`src/rtl/tx_pkg.sv`:
```
// Shared transmit-side definitions: PRBS9 taps/seeds, symbol encoding and
// the saturate/align helper also used by the receive blocks.
package tx_pkg;

  localparam int PRBS_LEN     = 9;
  localparam int PRBS_TAP_OUT = 8;  // output bit and first feedback tap
  localparam int PRBS_TAP_FB  = 4;  // second feedback tap (x^5 term)

  localparam logic [PRBS_LEN-1:0] SEED_I_DEF = 9'h1AA;
  localparam logic [PRBS_LEN-1:0] SEED_Q_DEF = 9'h1FE;

  // Symbol entry {nz, neg}: +1, -1 or an empty slot.
  localparam logic [1:0] SYM_ZERO = 2'b00;
  localparam logic [1:0] SYM_POS  = 2'b10;
  localparam logic [1:0] SYM_NEG  = 2'b11;

  // Align by 'shift' fractional bits (arithmetic right shift truncates,
  // negative shift scales up), then clamp to an nbt-bit signed range.
  function automatic logic signed [31:0] sat_trunc(input logic signed [31:0] x,
                                                   input int shift,
                                                   input int nbt);
    logic signed [31:0] y;
    logic signed [31:0] hi;
    logic signed [31:0] lo;
    logic signed [31:0] r;
    if (shift >= 0) y = x >>> shift;
    else            y = x <<< (-shift);
    hi = (32'sd1 <<< (nbt - 1)) - 32'sd1;
    lo = -(32'sd1 <<< (nbt - 1));
    if (y > hi)      r = hi;
    else if (y < lo) r = lo;
    else             r = y;
    return r;
  endfunction

endpackage

```
`src/rtl/tx_qpsk_shaper_prbs9.sv`:
```
// PRBS9 generator, x^9 + x^5 + 1, one bit per enabled cycle.
module prbs9_gen
  import tx_pkg::*;
#(
  parameter logic [PRBS_LEN-1:0] SEED = SEED_I_DEF
) (
  input  logic clk,
  input  logic i_reset,
  input  logic i_en,
  output logic o_bit
);

  logic [PRBS_LEN-1:0] s_q;
  logic [PRBS_LEN-1:0] s_d;

  // Shift left and insert feedback only when enabled; otherwise hold.
  always_comb begin
    s_d = s_q;
    if (i_en) s_d = {s_q[PRBS_LEN-2:0], s_q[PRBS_TAP_OUT] ^ s_q[PRBS_TAP_FB]};
  end

  // State register, reloads the seed on reset.
  always_ff @(posedge clk) begin
    if (i_reset) s_q <= SEED;
    else         s_q <= s_d;
  end

  assign o_bit = s_q[PRBS_TAP_OUT];

endmodule

```
`src/rtl/tx_qpsk_shaper.sv`:
```
// QPSK test source: PRBS9 I/Q symbols, OS-times upsampled through a
// fixed polyphase pulse-shaping FIR, saturated at the sample rate.
module tx_qpsk_shaper
  import tx_pkg::*;
#(
  parameter int OS       = 2,
  parameter int NUM_TAPS = 12,
  parameter int NBT_COEF = 8,
  parameter int NBF_COEF = 7,
  parameter logic [NUM_TAPS*NBT_COEF-1:0] COEFS =
    {8'hFE, 8'hFB, 8'h00, 8'd19, 8'd51, 8'd76, 8'd76, 8'd51, 8'd19, 8'h00, 8'hFB, 8'hFE},
  parameter int NBT_OUT  = 8,
  parameter int NBF_OUT  = 7,
  parameter logic [PRBS_LEN-1:0] SEED_I = SEED_I_DEF,
  parameter logic [PRBS_LEN-1:0] SEED_Q = SEED_Q_DEF
) (
  input  logic                      clk,
  input  logic                      i_reset,
  input  logic                      i_en_rate1,
  input  logic                      i_en_rate2,
  input  logic                      i_enable_tx,
  output logic signed [NBT_OUT-1:0] o_os_data_I,
  output logic signed [NBT_OUT-1:0] o_os_data_Q,
  output logic                      o_sym_I,
  output logic                      o_sym_Q,
  output logic                      o_valid
);

  localparam int NSYM  = NUM_TAPS / OS;
  localparam int ACC_W = NBT_COEF + $clog2(NSYM) + 1;
  localparam int PH_W  = (OS > 1) ? $clog2(OS) : 1;
  localparam int SHIFT = NBF_COEF - NBF_OUT;

  logic advance;
  logic bit_i, bit_q;
  logic [1:0] new_i, new_q;

  logic [NSYM-1:0][1:0] sym_i_q, sym_i_d, sym_q_q, sym_q_d;
  logic [PH_W-1:0]      phase_q, phase_d;
  logic signed [NBT_OUT-1:0] out_i_q, out_i_d, out_q_q, out_q_d;
  logic sym_bit_i_q, sym_bit_i_d, sym_bit_q_q, sym_bit_q_d;
  logic valid_q, valid_d;

  logic signed [NBT_COEF-1:0] coef_tab [NUM_TAPS];
  logic signed [NBT_COEF-1:0] coef_sel;
  logic signed [ACC_W-1:0]    acc_i, acc_q;

  // PRBS only moves on symbols that are actually transmitted.
  assign advance = i_en_rate1 & i_enable_tx;

  prbs9_gen #(.SEED(SEED_I)) u_prbs_i (.clk(clk), .i_reset(i_reset), .i_en(advance), .o_bit(bit_i));
  prbs9_gen #(.SEED(SEED_Q)) u_prbs_q (.clk(clk), .i_reset(i_reset), .i_en(advance), .o_bit(bit_q));

  // Bit 0 maps to +1, bit 1 to -1; flushing injects empty slots.
  assign new_i = i_enable_tx ? (bit_i ? SYM_NEG : SYM_POS) : SYM_ZERO;
  assign new_q = i_enable_tx ? (bit_q ? SYM_NEG : SYM_POS) : SYM_ZERO;

  // Unpack the coefficient vector, h[0] in the least significant slot.
  for (genvar g = 0; g < NUM_TAPS; g++) begin : g_coef
    assign coef_tab[g] = COEFS[g*NBT_COEF +: NBT_COEF];
  end

  // Symbol shift, reference bits and phase counter next-state.
  always_comb begin
    sym_i_d     = sym_i_q;
    sym_q_d     = sym_q_q;
    sym_bit_i_d = sym_bit_i_q;
    sym_bit_q_d = sym_bit_q_q;
    phase_d     = phase_q;
    if (i_en_rate1) begin
      for (int k = NSYM - 1; k > 0; k--) begin
        sym_i_d[k] = sym_i_q[k-1];
        sym_q_d[k] = sym_q_q[k-1];
      end
      sym_i_d[0] = new_i;
      sym_q_d[0] = new_q;
      if (i_enable_tx) begin
        sym_bit_i_d = bit_i;
        sym_bit_q_d = bit_q;
      end
    end
    if (i_en_rate2) begin
      if (i_en_rate1 || (phase_q == PH_W'(OS - 1))) phase_d = '0;
      else                                          phase_d = phase_q + 1'b1;
    end
  end

  // Polyphase FIR: each slot adds, subtracts or skips its phase coefficient.
  always_comb begin
    acc_i    = '0;
    acc_q    = '0;
    coef_sel = '0;
    for (int k = 0; k < NSYM; k++) begin
      coef_sel = '0;
      for (int p = 0; p < OS; p++) begin
        if (phase_q == PH_W'(p)) coef_sel = coef_tab[k*OS + p];
      end
      if (sym_i_q[k][1]) acc_i = sym_i_q[k][0] ? acc_i - ACC_W'(coef_sel) : acc_i + ACC_W'(coef_sel);
      if (sym_q_q[k][1]) acc_q = sym_q_q[k][0] ? acc_q - ACC_W'(coef_sel) : acc_q + ACC_W'(coef_sel);
    end
  end

  // Output samples update on sample-rate enables only; valid marks them.
  always_comb begin
    out_i_d = out_i_q;
    out_q_d = out_q_q;
    valid_d = 1'b0;
    if (i_en_rate2) begin
      out_i_d = NBT_OUT'(sat_trunc(32'(acc_i), SHIFT, NBT_OUT));
      out_q_d = NBT_OUT'(sat_trunc(32'(acc_q), SHIFT, NBT_OUT));
      valid_d = 1'b1;
    end
  end

  // State registers; reset wins over every enable.
  always_ff @(posedge clk) begin
    if (i_reset) begin
      sym_i_q     <= '0;
      sym_q_q     <= '0;
      sym_bit_i_q <= 1'b0;
      sym_bit_q_q <= 1'b0;
      phase_q     <= '0;
      out_i_q     <= '0;
      out_q_q     <= '0;
      valid_q     <= 1'b0;
    end else begin
      sym_i_q     <= sym_i_d;
      sym_q_q     <= sym_q_d;
      sym_bit_i_q <= sym_bit_i_d;
      sym_bit_q_q <= sym_bit_q_d;
      phase_q     <= phase_d;
      out_i_q     <= out_i_d;
      out_q_q     <= out_q_d;
      valid_q     <= valid_d;
    end
  end

  // A symbol enable must land on a sample enable.
  always @(posedge clk) begin
    if (!i_reset) assert (!(i_en_rate1 && !i_en_rate2));
  end

  assign o_os_data_I = out_i_q;
  assign o_os_data_Q = out_q_q;
  assign o_sym_I     = sym_bit_i_q;
  assign o_sym_Q     = sym_bit_q_q;
  assign o_valid     = valid_q;

endmodule

```
`config.mk`:
```
export PLATFORM = sky130hd
export DESIGN_NAME = tx_qpsk_shaper
export DESIGN_NICKNAME = d
export VERILOG_FILES = /design/src/rtl/tx_pkg.sv /design/src/rtl/tx_qpsk_shaper_prbs9.sv /design/src/rtl/tx_qpsk_shaper.sv
export SDC_FILE = /design/constraint.sdc
export NUM_CORES = 1
export LEC_CHECK = 0
export ABC_CLOCK_PERIOD_IN_PS = 23100
export CAP_MARGIN = 20
export CELL_PAD_IN_SITES_DETAIL_PLACEMENT = 2
export CELL_PAD_IN_SITES_GLOBAL_PLACEMENT = 2
export CORE_MARGIN = 5
export CORE_UTILIZATION = 42
export CTS_CLUSTER_DIAMETER = 120
export DETAILED_ROUTE_END_ITERATION = 8
export GPL_TIMING_DRIVEN = 0
export PLACE_DENSITY_LB_ADDON = 0.05
export SLEW_MARGIN = 20
export SYNTH_ARGS = -nofsm -noshare
export SYNTH_HDL_FRONTEND = slang
export SYNTH_SLANG_ARGS = --single-unit
```
`constraint.sdc`:
```
create_clock -name clk -period 23.1 [get_ports clk]
set_clock_uncertainty 0.15 [all_clocks]
set_input_delay 3.465 -clock clk [delete_from_list [all_inputs] [get_ports clk]]
set_output_delay 3.465 -clock clk [all_outputs]
set_load 0.02 [all_outputs]
```
==> impl_metrics.ini <==
[pwr]
vdd.ir_drop.worst_mv = 0.0406
total_leakage_power_nw = 4.14
power.density_nw_per_um2 = 43.8
power_uw = 404

[place]
dp_cells = 1391
dp_hpwl_um = 23900
gp_congestion = 0.836
worst_setup_slack_after_placement_ns = 13.29
place.port_buffers = 22

[clock_tree]
clkTransAtPathRegs_ns = 0.08
cts_hold_buffers = 0
clock_tree.htree_level_count = 2
clock_insertion_delay_at_the_later_pin_of_the_skew_report_ns = 0.31
postCtsSetupRepairBufs = 0
cts.root.buffer_cell = sky130_fd_sc_hd__clkbuf_16
cts_buffer_depth = 2
cts_buffers = 5
numClockSinks = 56
cts_tree = done
cts-resized-gates = 0

[route]
drt_iter0_markers = 259
avgViaCountPerCell = 6.03
route.vias.total = 8430
drt_drc_violations_left = 0
dr.pass1.iters = 4
drt.antenna.violating_nets = 0
detail_route.wirelength_um = 29900
wl_per_cell_um = 21.4

[synth]
synth_nets = 1224
synth_edf_count = 0
ys_ff_latch = 56
yosysUniqueCellTypes = 86
syn_area_per_cell_sq_um = 7.72
ys_warn_count = 0
netlist_instances = 1099
postSynth.topFlopCell = sky130_fd_sc_hd__dfxtp_1
synth-async-reset-ratio_pct = 0
share_of_the_yosys_chip_area_belonging_to_registers_pct = 13.2
synth_area_sq_um = 8480

[status]
status = complete, no violations

[finish]
drive_above_1_share_pct = 6.02
syn2layout_area_growth_pct = 8.62
num-nets-final = 1253
antenna_diode_count = 0
most_common_cell_after_layout_fill_and_taps_aside = sky130_fd_sc_hd__nand2_1
post_layout_nonfiller_instances = 1399
nFillCells = 2400
mostFrequentLayoutCells = sky130_fd_sc_hd__nand2_1, sky130_fd_sc_hd__ha_1, sky130_fd_sc_hd__nor2_1
fin_util_pct = 46.0

[floorplan]
die_span_in_y_um = 152
std_cell_rows = 52
die_area_sq_um = 23100
boundaryPins = 24
die_width_um = 152
fp.coreArea_sq_um = 20000
initial_core_util_pct = 42.3

[setup_path]
worst_setup_path_start_kind = register
top_delay_family_on_crit_path = compound AO/OA/AOI/OAI gates
timing.critical_path.slowest_stage_cell = sky130_fd_sc_hd__dfxtp_1
reg2reg_slack_ns = 13.20
worst-path-buf-inv = 3
crit_arrival_ns = 9.97
crit_required_ns = 23.17
worst_r2r_endpoint = o_os_data_I[1]$_SDFFE_PP0P_
critical-path-top-cell-by-count = sky130_fd_sc_hd__ha_1
end_kind = register
r2r-start = phase_q$_SDFFE_PP0P_
critical_path_max_stage_delay_ns = 0.54
crit_path_max_fanout = 10
crit_path_category = reg -> reg
reg2reg_depth = 35

[grt]
grt_max_degree = 19
grt_util_all_layers_pct = 25.1
number_of_global_route_vias_before_repair = 9405
grt_first_pass_wirelength_um = 48800
antenna_violations_before_repair = 0
globalRouteOverflowTotal = 0

[sta]
timing.slew.headroom_pct = 47.2
report.final.slew_viol_count = 0
final_hold_viol_count = 0
grt_setup_unrepaired = false
final_min_period_over_clock_period_pct = 42.8
setup_violations = 0
timing.setup.tns_ns = 0
setup_slack_ns = 13.20
final_period_minus_worst_setup_slack_ns = 9.90
clock.fmax_mhz = 101
tightest_slew_ns = 0.772

[hold_path]
timing.hold.worst_endpoint = u_prbs_i.s_q[2]$_SDFFE_PP0P_
min_from = u_prbs_i.s_q[2]$_SDFFE_PP0P_
hold_class = reg -> reg
holdPathStages = 2

[run]
timing.max_cap.violations = 0
-- worst max-delay path by stage --
stage,start,end,slack (ns),cells after the start
floorplan,phase_q$_SDFFE_PP0P_,o_os_data_I[3]$_SDFFE_PP0P_,15.12,36
finish,phase_q$_SDFFE_PP0P_,o_os_data_I[1]$_SDFFE_PP0P_,13.20,35
global route,phase_q$_SDFFE_PP0P_,o_os_data_I[3]$_SDFFE_PP0P_,12.67,35
global placement,phase_q$_SDFFE_PP0P_,o_os_data_I[1]$_SDFFE_PP0P_,13.57,36
detailed placement,phase_q$_SDFFE_PP0P_,o_os_data_I[1]$_SDFFE_PP0P_,13.29,35
CTS,phase_q$_SDFFE_PP0P_,o_os_data_I[1]$_SDFFE_PP0P_,13.20,35
-- final cells by class --
class	count	area (sq um)	area share (%)
Sequential cell	56	1120	12.2
Buffer	37	143	1.55
Multi-Input combinational cell	946	6990	75.9
Clock inverter	3	47.5	0.516
Clock buffer	5	125	1.36
Inverter	60	225	2.44
Timing Repair Buffer	22	220	2.39
Tap cell	270	338	3.67
-- state kept, by name, indices dropped and copies added (netlist names) --
register	count
o_os_data_Q	8
o_valid	1
u_prbs_q.s_q	9
sym_i_q	12
o_sym_Q	1
phase_q	1
sym_q_q	6
o_sym_I	1
u_prbs_i.s_q	9
o_os_data_I	8
-- synthesized netlist by cell type, drive strengths merged, types with 6 or more instances --
cell | n | area share (%)
a211oi | 19 | 1.7
a21o | 29 | 2.6
a21oi | 64 | 3.8
a31oi | 11 | 0.81
and2 | 7 | 0.52
buf | 10 | 0.49
clkbuf | 27 | 1.2
dfxtp | 56 | 13
fa | 10 | 2.4
ha | 110 | 16
inv | 60 | 2.7
mux2 | 28 | 3.7
mux2i | 40 | 4.7
nand2 | 111 | 4.9
nand2b | 21 | 1.5
nand3 | 21 | 1.2
nand3b | 14 | 1.2
nor2 | 103 | 4.6
nor2b | 24 | 1.8
nor3 | 18 | 1.1
o2111ai | 6 | 0.62
o211ai | 13 | 1.2
o21a | 26 | 2.3
o21ai | 60 | 3.5
o21bai | 6 | 0.53
o31a | 7 | 0.72
o31ai | 10 | 0.89
o32ai | 7 | 1.2
or2 | 13 | 0.99
or3 | 15 | 1.1
xnor2 | 44 | 4.5
xor2 | 20 | 2.1
-- where the power goes --
group	internal, mW	switching, mW
sequential	0.103	0.00520
clock	0.0517	0.0395
combinational	0.0856	0.119
total	0.240	0.163
-- stage by stage --
step / hold WS [ns] / instance area, sq um
after floorplan: 0.282 / 8480
after global routing: 0.335 / 9210
final: 0.315 / 9210
after CTS: 0.316 / 9210
after global placement: 0.295 / 9040
after detailed placement: 0.305 / 9040
-- metal layers --
metal / part of all wire (%) / vias up / track usage (%)
li1: - / 4074 / -
met1: 45 / 4195 / 30.6
met5: 0 / - / 0
met3: 1.9 / 48 / 2.67
met4: 2.2 / 0 / 5.91
met2: 50 / 113 / 47.2
-- kinds of logic (layout without fill, tap and decap cells) --
family | after synthesis | in the layout | share of synthesized area [%]
compound gates | 321 | 321 | 27.1
xor+xnor | 66 | 66 | 7.16
fa+ha+maj | 120 | 120 | 18.6
buf+inv | 97 | 127 | 4.34
flops | 56 | 56 | 13.2
mux | 68 | 68 | 8.44
simple gates | 371 | 371 | 21.2
-- worst reg2reg max path, delay by kind of cell, from the launching register on --
kind	cells	cell delay, ns
AO/OA/AOI/OAI	10	2.50
adder cells (fa/ha/maj)	6	2.07
AND/OR/NAND/NOR	8	1.49
buffers and inverters	3	1.18
multiplexers	4	1.04
XOR/XNOR	4	0.88
flip-flops	1	0.54
Power figures use the tool's default switching activity.
